==> config.mk <==
export PLATFORM = sky130hd
export DESIGN_NAME = fifo_ram_mp_flat
export DESIGN_NICKNAME = d
export VERILOG_FILES = /design/src/rtl/fifo_ram_mp_if.sv /design/src/rtl/fifo_ram_mp.sv /design/src/flat_wrapper.sv
export SDC_FILE = /design/constraint.sdc
export NUM_CORES = 2
export LEC_CHECK = 0
export BUFFER_PORTS_ARGS = -buffer_cell sky130_fd_sc_hd__buf_2
export CAP_MARGIN = 15
export CORE_MARGIN = 2
export CORE_UTILIZATION = 24
export CTS_CLUSTER_DIAMETER = 200
export DETAILED_ROUTE_END_ITERATION = 7
export GPL_TIMING_DRIVEN = 0
export PLACE_DENSITY = 0.41
export SYNTH_ARGS = -nofsm -noshare
export SYNTH_HDL_FRONTEND = slang
export SYNTH_SLANG_ARGS = --single-unit
==> constraint.sdc <==
create_clock -name clk -period 6.4 [get_ports clk]
set_input_delay 0 -clock clk [delete_from_list [all_inputs] [get_ports clk]]
set_output_delay 0 -clock clk [all_outputs]
set_load 0.05 [all_outputs]
==> src/rtl/fifo_ram_mp_if.sv <==
// Bundled handshake, random-access and status signals of fifo_ram_mp.
// Rollback signals exist only when FIFO_RAM_MP_ROLLBACK_EN is defined.
interface fifo_ram_mp_if #(
    parameter int ENTRY_WIDTH   = 32,
    parameter int N_ENTRIES     = 16,
    parameter int N_ENQ         = 2,
    parameter int N_DEQ         = 2,
    parameter int N_READ_PORTS  = 2,
    parameter int N_WRITE_PORTS = 2
);
    localparam int PTR_WIDTH = $clog2(N_ENTRIES);
    localparam int CTR_WIDTH = PTR_WIDTH + 1;

    logic [N_ENQ-1:0]                          enq_valid;
    logic [N_ENQ-1:0]                          enq_ready;
    logic [N_ENQ-1:0][ENTRY_WIDTH-1:0]         enq_data;
    logic [N_ENQ-1:0][PTR_WIDTH-1:0]           enq_addr;
    logic [N_DEQ-1:0]                          deq_ready;
    logic [N_DEQ-1:0]                          deq_valid;
    logic [N_DEQ-1:0][ENTRY_WIDTH-1:0]         deq_data;
    logic [N_DEQ-1:0][PTR_WIDTH-1:0]           deq_addr;
    logic [N_READ_PORTS-1:0][PTR_WIDTH-1:0]    rd_addr;
    logic [N_READ_PORTS-1:0][ENTRY_WIDTH-1:0]  rd_data;
    logic [N_WRITE_PORTS-1:0]                  wr_en;
    logic [N_WRITE_PORTS-1:0][PTR_WIDTH-1:0]   wr_addr;
    logic [N_WRITE_PORTS-1:0][ENTRY_WIDTH-1:0] wr_data;
    logic                                      flush;
    logic [CTR_WIDTH-1:0]                      count;
    logic [CTR_WIDTH-1:0]                      tail_ctr;
    logic [CTR_WIDTH-1:0]                      head_ctr;
`ifdef FIFO_RAM_MP_ROLLBACK_EN
    logic                                      rb_valid;
    logic [CTR_WIDTH-1:0]                      rb_tail;
`endif

    modport master (
`ifdef FIFO_RAM_MP_ROLLBACK_EN
        output rb_valid, rb_tail,
`endif
        output enq_valid, enq_data, deq_ready, rd_addr, wr_en, wr_addr, wr_data, flush,
        input  enq_ready, enq_addr, deq_valid, deq_data, deq_addr, rd_data,
        input  count, tail_ctr, head_ctr
    );

    modport slave (
`ifdef FIFO_RAM_MP_ROLLBACK_EN
        input  rb_valid, rb_tail,
`endif
        input  enq_valid, enq_data, deq_ready, rd_addr, wr_en, wr_addr, wr_data, flush,
        output enq_ready, enq_addr, deq_valid, deq_data, deq_addr, rd_data,
        output count, tail_ctr, head_ctr
    );
endinterface

==> src/rtl/fifo_ram_mp.sv <==
// Multi-lane in-order circular FIFO over random-access storage with random read/write ports.
// Define FIFO_RAM_MP_ROLLBACK_EN to enable tail rollback (rb_valid/rb_tail).
module fifo_ram_mp #(
    parameter int ENTRY_WIDTH   = 32,
    parameter int N_ENTRIES     = 16,
    parameter int N_ENQ         = 2,
    parameter int N_DEQ         = 2,
    parameter int N_READ_PORTS  = 2,
    parameter int N_WRITE_PORTS = 2
) (
    input  logic         clk,
    input  logic         rst_aL,
    fifo_ram_mp_if.slave bus
);
    localparam int PTR_WIDTH = $clog2(N_ENTRIES);
    localparam int CTR_WIDTH = PTR_WIDTH + 1;

    logic [CTR_WIDTH-1:0]   head_q, head_d;
    logic [CTR_WIDTH-1:0]   tail_q, tail_d;
    logic [ENTRY_WIDTH-1:0] mem_q [N_ENTRIES];

    logic [CTR_WIDTH-1:0]   occ;
    logic [CTR_WIDTH-1:0]   free_slots;
    logic [CTR_WIDTH-1:0]   n_enq;
    logic [CTR_WIDTH-1:0]   n_deq;
    logic [N_ENQ-1:0]       enq_write;
    logic                   enq_run;
    logic                   deq_run;
    logic                   rb_take;
    logic [CTR_WIDTH-1:0]   rb_tail_w;

`ifdef FIFO_RAM_MP_ROLLBACK_EN
    assign rb_take   = bus.rb_valid & ~bus.flush;
    assign rb_tail_w = bus.rb_tail;
`else
    assign rb_take   = 1'b0;
    assign rb_tail_w = '0;
`endif

    // Counters carry a wrap bit, so the difference is the true occupancy 0..N_ENTRIES.
    assign occ        = tail_q - head_q;
    assign free_slots = CTR_WIDTH'(N_ENTRIES) - occ;

    assign bus.count    = occ;
    assign bus.tail_ctr = tail_q;
    assign bus.head_ctr = head_q;

    always_comb begin
        // NOTE: every output gets a default before the loop, so no path can infer a latch.
        bus.enq_ready = '0;
        bus.enq_addr  = '0;
        enq_write     = '0;
        n_enq         = '0;
        enq_run       = 1'b1;
        for (int i = 0; i < N_ENQ; i++) begin
            bus.enq_ready[i] = free_slots > CTR_WIDTH'(i);
            bus.enq_addr[i]  = tail_q[PTR_WIDTH-1:0] + PTR_WIDTH'(i);
            // Only the contiguous accepted prefix counts; a gap stops all higher lanes.
            enq_run = enq_run & bus.enq_valid[i] & (free_slots > CTR_WIDTH'(i));
            if (enq_run) begin
                n_enq = n_enq + CTR_WIDTH'(1);
            end
            enq_write[i] = enq_run & ~bus.flush & ~rb_take;
        end
    end

    always_comb begin
        bus.deq_valid = '0;
        bus.deq_addr  = '0;
        bus.deq_data  = '0;
        n_deq         = '0;
        deq_run       = 1'b1;
        for (int i = 0; i < N_DEQ; i++) begin
            bus.deq_valid[i] = occ > CTR_WIDTH'(i);
            bus.deq_addr[i]  = head_q[PTR_WIDTH-1:0] + PTR_WIDTH'(i);
            bus.deq_data[i]  = mem_q[head_q[PTR_WIDTH-1:0] + PTR_WIDTH'(i)];
            deq_run = deq_run & bus.deq_ready[i] & (occ > CTR_WIDTH'(i));
            if (deq_run) begin
                n_deq = n_deq + CTR_WIDTH'(1);
            end
        end
    end

    always_comb begin
        bus.rd_data = '0;
        for (int r = 0; r < N_READ_PORTS; r++) begin
            bus.rd_data[r] = mem_q[bus.rd_addr[r]];
        end
    end

    always_comb begin
        head_d = head_q + n_deq;
        tail_d = tail_q + n_enq;
        if (rb_take) begin
            tail_d = rb_tail_w;
        end
        if (bus.flush) begin
            head_d = '0;
            tail_d = '0;
        end
    end

    always_ff @(posedge clk or negedge rst_aL) begin
        if (!rst_aL) begin
            head_q <= '0;
            tail_q <= '0;
            // NOTE: the storage is reset too, because every entry must read as zero after reset.
            for (int e = 0; e < N_ENTRIES; e++) begin
                mem_q[e] <= '0;
            end
        end else begin
            head_q <= head_d;
            tail_q <= tail_d;
            // NOTE: non-blocking writes to one slot resolve to the last in program order:
            // higher write ports beat lower ones, and enqueue lanes beat all random writes.
            for (int w = 0; w < N_WRITE_PORTS; w++) begin
                if (bus.wr_en[w]) begin
                    mem_q[bus.wr_addr[w]] <= bus.wr_data[w];
                end
            end
            for (int i = 0; i < N_ENQ; i++) begin
                if (enq_write[i]) begin
                    mem_q[tail_q[PTR_WIDTH-1:0] + PTR_WIDTH'(i)] <= bus.enq_data[i];
                end
            end
        end
    end
endmodule

==> src/flat_wrapper.sv <==
// flat-port wrapper written by rule: the top's interface ports become plain ports
module fifo_ram_mp_flat 
#(
    parameter int ENTRY_WIDTH   = 32,
    parameter int N_ENTRIES     = 16,
    parameter int N_ENQ         = 2,
    parameter int N_DEQ         = 2,
    parameter int N_READ_PORTS  = 2,
    parameter int N_WRITE_PORTS = 2
)
  (clk, rst_aL, bus_enq_valid, bus_enq_data, bus_deq_ready, bus_rd_addr, bus_wr_en, bus_wr_addr, bus_wr_data, bus_flush, bus_enq_ready, bus_enq_addr, bus_deq_valid, bus_deq_data, bus_deq_addr, bus_rd_data, bus_count, bus_tail_ctr, bus_head_ctr);
  fifo_ram_mp_if #(.ENTRY_WIDTH(ENTRY_WIDTH), .N_ENTRIES(N_ENTRIES), .N_ENQ(N_ENQ), .N_DEQ(N_DEQ), .N_READ_PORTS(N_READ_PORTS), .N_WRITE_PORTS(N_WRITE_PORTS)) bus_i ();
  input  logic clk;
  input  logic rst_aL;
  input wire logic [$bits(bus_i.enq_valid)-1:0] bus_enq_valid;
  input wire logic [$bits(bus_i.enq_data)-1:0] bus_enq_data;
  input wire logic [$bits(bus_i.deq_ready)-1:0] bus_deq_ready;
  input wire logic [$bits(bus_i.rd_addr)-1:0] bus_rd_addr;
  input wire logic [$bits(bus_i.wr_en)-1:0] bus_wr_en;
  input wire logic [$bits(bus_i.wr_addr)-1:0] bus_wr_addr;
  input wire logic [$bits(bus_i.wr_data)-1:0] bus_wr_data;
  input wire logic [$bits(bus_i.flush)-1:0] bus_flush;
  output wire logic [$bits(bus_i.enq_ready)-1:0] bus_enq_ready;
  output wire logic [$bits(bus_i.enq_addr)-1:0] bus_enq_addr;
  output wire logic [$bits(bus_i.deq_valid)-1:0] bus_deq_valid;
  output wire logic [$bits(bus_i.deq_data)-1:0] bus_deq_data;
  output wire logic [$bits(bus_i.deq_addr)-1:0] bus_deq_addr;
  output wire logic [$bits(bus_i.rd_data)-1:0] bus_rd_data;
  output wire logic [$bits(bus_i.count)-1:0] bus_count;
  output wire logic [$bits(bus_i.tail_ctr)-1:0] bus_tail_ctr;
  output wire logic [$bits(bus_i.head_ctr)-1:0] bus_head_ctr;
  assign bus_i.enq_valid = bus_enq_valid;
  assign bus_i.enq_data = bus_enq_data;
  assign bus_i.deq_ready = bus_deq_ready;
  assign bus_i.rd_addr = bus_rd_addr;
  assign bus_i.wr_en = bus_wr_en;
  assign bus_i.wr_addr = bus_wr_addr;
  assign bus_i.wr_data = bus_wr_data;
  assign bus_i.flush = bus_flush;
  assign bus_enq_ready = bus_i.enq_ready;
  assign bus_enq_addr = bus_i.enq_addr;
  assign bus_deq_valid = bus_i.deq_valid;
  assign bus_deq_data = bus_i.deq_data;
  assign bus_deq_addr = bus_i.deq_addr;
  assign bus_rd_data = bus_i.rd_data;
  assign bus_count = bus_i.count;
  assign bus_tail_ctr = bus_i.tail_ctr;
  assign bus_head_ctr = bus_i.head_ctr;
  fifo_ram_mp #(.ENTRY_WIDTH(ENTRY_WIDTH), .N_ENTRIES(N_ENTRIES), .N_ENQ(N_ENQ), .N_DEQ(N_DEQ), .N_READ_PORTS(N_READ_PORTS), .N_WRITE_PORTS(N_WRITE_PORTS)) u_core (.clk(clk), .rst_aL(rst_aL), .bus(bus_i));
endmodule
## After elaboration in Yosys (flattened, before gate mapping)

Cells that the tools add are included.

| word-level totals | value |
|---|---|
| word-level logic and storage cells | 97 |
| register bits | 522 |

| operators by class | value |
|---|---|
| bitwise operators | 17 |
| magnitude comparators | 16 |
| reductions and logical operators | 4 |
| multiplexer cells | 34 |
| add/sub/neg operators | 8 |

Operators by type and width:

| kind | number |
|---|---|
| 512-bit bitwise mux | 4 |
| 512-bit two-way mux | 4 |
| 32-bit binary-select mux with 4-bit select | 4 |
| 32-bit demux with 4-bit select | 4 |
| 32-bit two-way mux | 12 |
| 5-bit >= comparator (second input constant) | 8 |
| 4-bit inverter with 5-bit output | 8 |
| 5-bit by 1-bit greater-than comparator with 1-bit output (second input constant) | 4 |
| 5-bit by 1-bit less-than comparator with 1-bit output (second input constant) | 4 |
| 5-bit two-way mux | 4 |
| 5-bit by 1-bit adder with 5-bit output (second input constant) | 2 |
| 5-bit adder | 2 |
| 4-bit by 1-bit adder with 4-bit output (second input constant) | 2 |
| 1-bit bitwise AND | 8 |
| 5-bit subtractor | 1 |
| 5-bit subtractor (first input constant) | 1 |
| 1-bit logical AND | 4 |
| 1-bit two-way mux | 2 |
| 1-bit inverter | 1 |

## Logic depth before layout (Yosys ltp)

| logic depth | value |
|---|---|
| depth in word-level cells | 13 |
| mapped depth | 20 |
| gate-level depth less buffers | 17 |

## Least setup slack after synthesis

Ideal clock, no wire load.

| timing path | value |
|---|---|
| kind | reg2reg |
| start point | register u_core.head_q[2] (netlist: u_core.bus.head_ctr[2]) |
| end point | register u_core.tail_q[4] (netlist: u_core.bus.tail_ctr[4]) |
| cell stages (with the launch flop) | 21 |
| arrival | 5.741 ns |
| path slack | 0.581 ns |
| library setup time | 0.078 ns |
| path through | dfrtp_1 > clkbuf_1 > inv_2 > buf_1 > ha_1 > a21oi_1 > nand2_1 > xor2_1 > nor2_1 > ha_1 > or3b_2 > o21a_1 > buf_2 > buf_6 > and2_1 > ha_1 > ha_1 > inv_1 > fa_1 > or3_1 > a21oi_1 |

| on the way | value |
|---|---|
| word-level cells in the longest chain between the ends | 9 |

RTL lines:

| what | line | source |
|---|---|---|
| from (decl) | fifo_ram_mp.sv:18 | `logic [CTR_WIDTH-1:0] head_q, head_d;` |
| from (signal assigned) | fifo_ram_mp.sv:105 | `head_q <= '0;` |
| from (signal assigned) | fifo_ram_mp.sv:112 | `head_q <= head_d;` |
| 5-bit subtractor (*) | fifo_ram_mp.sv:41 | `assign occ = tail_q - head_q;` |
| named net bus_count[3] | flat_wrapper.sv:29 | `output wire logic [$bits(bus_i.count)-1:0] bus_count;` |
| 5-bit subtractor (*) | fifo_ram_mp.sv:42 | `assign free_slots = CTR_WIDTH'(N_ENTRIES) - occ;` |
| 5-bit by 1-bit greater-than comparator with 1-bit output | fifo_ram_mp.sv:59 | `enq_run = enq_run & bus.enq_valid[i] & (free_slots > CTR_WIDTH'(i));` |
| 1-bit bitwise AND | fifo_ram_mp.sv:59 |  |
| 1-bit two-way mux / 1-bit bitwise AND (equally long branches) | fifo_ram_mp.sv:60, fifo_ram_mp.sv:59 |  |
| 5-bit by 1-bit adder with 5-bit output / 1-bit bitwise AND (equally long branches) | fifo_ram_mp.sv:61, fifo_ram_mp.sv:59 |  |
| 5-bit two-way mux (*) | fifo_ram_mp.sv:60 | `if (enq_run) begin` |
| 5-bit adder (*) | fifo_ram_mp.sv:93 | `tail_d = tail_q + n_enq;` |
| 5-bit two-way mux (*) | fifo_ram_mp.sv:97 | `if (bus.flush) begin` |
| named net u_core.tail_d[4] | fifo_ram_mp.sv:19 | `logic [CTR_WIDTH-1:0] tail_q, tail_d;` |
| to (signal assigned) | fifo_ram_mp.sv:113 | `tail_q <= tail_d;` |
| to (decl) | fifo_ram_mp.sv:19 |  |

Mark *: on every way through the listed nets, which the timed path passes. The rest lies on a longest branch.

## Final worst setup path

| timing path | value |
|---|---|
| start point | register u_core.head_q[1] (netlist: u_core.bus.head_ctr[1]) |
| end point | register u_core.mem_q[154] (netlist bit) |

| on the way | value |
|---|---|
| word-level cells in the longest chain between the ends | 8 |

RTL lines:

| what | line | source |
|---|---|---|
| 5-bit subtractor (*) | fifo_ram_mp.sv:41 |  |
| 5-bit subtractor (*) | fifo_ram_mp.sv:42 |  |
| 5-bit by 1-bit greater-than comparator with 1-bit output | fifo_ram_mp.sv:59 |  |
| 1-bit bitwise AND | fifo_ram_mp.sv:59 |  |
| 1-bit bitwise AND (on tied branches) | fifo_ram_mp.sv:63, fifo_ram_mp.sv:59 |  |
| 512-bit two-way mux / 1-bit bitwise AND (equally long branches) | fifo_ram_mp.sv:122, fifo_ram_mp.sv:59 |  |
| 512-bit bitwise mux / 1-bit bitwise AND (equally long branches) | fifo_ram_mp.sv:123, fifo_ram_mp.sv:63 |  |
| 512-bit two-way mux (*) | fifo_ram_mp.sv:122 | `if (enq_write[i]) begin` |
| to (signal, indexed assignment) | fifo_ram_mp.sv:118 | `mem_q[bus.wr_addr[w]] <= bus.wr_data[w];` |
| to (signal, indexed assignment) | fifo_ram_mp.sv:123 | `mem_q[tail_q[PTR_WIDTH-1:0] + PTR_WIDTH'(i)] <= bus.enq_data[i];` |
| to (decl) | fifo_ram_mp.sv:20 | `logic [ENTRY_WIDTH-1:0] mem_q [N_ENTRIES];` |

Mark *: on every way between the ends. The rest lies on a longest branch, timed or not.

==> results.toml <==
[run_status]
outcome = "finished clean"

[route]
drcViolationCount = 0
wirelength_um = 293000
dr.pass1.iters = 5
first_iter_violations = 6001
post_drt_wl_per_cell_um = 35.9
vias = 47000
postRouteAntennaNets = 0
post_drt_via_cell_ratio = 5.74

[cts]
clock-root-buffer = "clkbuf_16"
clock_path_buffers = 3
path_clk_slew_ps = 50
cts_tree = "built"
post_cts.repair.setup_buffers = 0
insertion_delay_ps = 730
h-tree-depth = 3
cts_num_sinks = 522
numCtsBuffers = 76

[worst_setup_path]
cp_slowest_stage_delay_ps = 870
arrival_ps = 6770
path_cells = "clkbuf_2 > clkbuf_1 > inv_1 > ha_1 > nand3b_1 > nand2_1 > xor2_1 > nor2_1 > ha_1 > nand3_1 > buf_2 > o21ai_2 > buf_2 > mux2_2 > mux2_2"
critical_path_class = "flop to flop"
cpMaxStageDelayCell = "o21ai_2"
setup.worst_path.end_class = "flop"
worstPathRequired_ps = 6990
path_max_fanout = 10
crit_path_start_kind = "flop"

[timing]
maxSlewViolCount = 0
relSlewSlack_pct = 7.39
worstMarginPinSlew_ps = 1390
worst_clock_skew_ps = 43.8
hold_violations = 0
rsz0062_at_grt = "no"
setup_violations = 0
min_period_over_period_pct = 96.6
fmax_mhz = 162
layout_setup_ws_ps = 215
finalCriticalPeriod_ps = 6190
whs_ps = 19.8

[die]
pin_count = 316
fp.dieH_um = 473
core_sq_um = 219000
dieArea_sq_um = 224000
dieWidth_um = 473
start_util_pct = 24.1
rows = 172

[logic_synthesis]
synth_edf_count = 0
syn_inst = 4683
synth_top_area_share_pct = 25.9
synth.most_common_cell = "mux2_2"
yosysTopAreaCell = "mux4_2"
ys_ff_latch = 522
yosys_warnings = 0
ys_types = 46
syn_avg_cell_area_sq_um = 11.3
synthesis.nets = 4858
synthTopCellsByCount = "mux2_2, mux4_2, dfrtp_1"
ys_seq_area_share_pct = 24.7
synth_ff_type = "dfrtp_1"
async_flop_share_pct = 100
synthTopCellsByArea = "mux4_2, dfrtp_1, mux2_2, mux2i_1, mux2_1"
synth_area_sq_um = 52900

[place]
place_area_sq_um = 59000
dp_hpwl_um = 223000
place.gp.congestion = 0.940
port_buffers = 272
dp_worst_setup_slack_ps = -160

[power_and_ir_drop]
powerDensity_nw_per_um2 = 455
power_mw = 28.6
peakVddDrop_mv = 0.333
p_leak_nw = 24.1

[cells_and_area]
fillers = 22900
stdcell_area_sq_um = 62900
ff_latch_area_sq_um = 13100
final_nets = 5404
final_util_pct = 28.7
area_growth_syn_to_layout_pct = 19.0
multi_input_area_sq_um = 37200
drive_gt1_share_pct = 40.6

[flow_run]
maxCapViolCount = 0

[grt]
grt_usage_pct = 25.5
grt_pass1_vias = 45200
grt_start_max_net_pins = 97
gr-total-overflow = 0
grt_pass1_wl_um = 395000
antenna_found_initial = 30

[min_path]
hold_path.class = "input pin to flop"
[worst paths after layout]
check                      slack, ps                endpoint  cells after the start              startpoint
max                              210       u_core.mem_q[154]                     15  u_core.bus.head_ctr[1]
min                               20  u_core.bus.head_ctr[2]                      3               bus_flush
max reg2reg                      210       u_core.mem_q[154]                     15  u_core.bus.head_ctr[1]
min reg2reg                      610  u_core.bus.head_ctr[4]                      2  u_core.bus.head_ctr[4]
max in group asynchronous       4400         u_core.mem_q[9]                      6                  rst_aL
min in group asynchronous        420        u_core.mem_q[27]                      4                  rst_aL
[sequential cells by signal (all words and copies together) (netlist names)]
| register | cells |
|---|---|
| u_core.mem_q | 512 |
| u_core.bus.head_ctr | 5 |
| u_core.bus.tail_ctr | 5 |
[logic make-up after synthesis]
logic type               share of synthesized area, %
AO/OA/AOI/OAI                                    5.67
buffers and inverters                            5.06
adder cells (fa/ha/maj)                         0.563
AND/OR/NAND/NOR                                  6.30
flip-flops                                       24.7
multiplexers                                     57.4
XOR/XNOR                                        0.289
[cells in the final DEF (no fill, tap or decap), types with 99 or more instances in the layout]
cell type | netlist | layout
buf_1 | 114 | 99
a21oi_1 | 327 | 327
mux2_2 | 851 | 851
mux2i_1 | 512 | 512
clkbuf_1 | 321 | 333
mux4_2 | 608 | 608
dlygate4sd3_1 | 0 | 113
mux2_1 | 173 | 173
dfrtp_1 | 522 | 521
nor2_1 | 356 | 356
nand2_1 | 340 | 340
buf_2 | 99 | 385
o21ai_0 | 193 | 193
[area by class of cell]
class,count,share of cell area (%)
Antenna cell,20,0.0796
Buffer,590,4.18
Clock buffer,115,3.64
Clock inverter,20,0.257
Inverter,19,0.113
Multi-Input combinational cell,3552,59.1
Sequential cell,522,20.8
Tap cell,2871,5.71
Timing Repair Buffer,468,6.19
[what timing repair did]
| action | 4_1_cts | 5_1_grt |
|---|---|---|
| hold buffers | 114 | 0 |
| endpoints found under the setup margin | 42 | 37 |
| resized for setup | 1 | 2 |
| hold endpoints to repair | 420 | 0 |
[stage by stage]
step                TNS (ps)  instances
finish                     0       8177
global route               0       8164
CTS                        0       8142
detailed placement     -2360       7893
global placement    -4363610       7826
floorplan                  0       4683
[power breakdown]
group | total (mW) | internal, mW | switching (mW)
registers | 6.32 | 4.50 | 1.82
logic | 17.8 | 7.89 | 9.94
clock network | 4.44 | 2.50 | 1.93
[metal layers]
metal / GRT usage (%) / routed length (um) / vias to the layer above
met5: 0 / 41 / -
met4: 14.2 / 18500 / 6
met3: 5.88 / 26300 / 608
met2: 38.3 / 129000 / 2882
met1: 33.7 / 120000 / 24500
li1: - / - / 18900
[critical path, delay by kind of cell, from the launching register on]
family                   cells  cell delay (ps)
AND/OR/NAND/NOR              4              710
XOR/XNOR                     1              310
buffers and inverters        5             2180
multiplexers                 2              660
flip-flops                   1              710
adder cells (fa/ha/maj)      2              590
AO/OA/AOI/OAI                1              870
(Power assumes the default switching activity.)
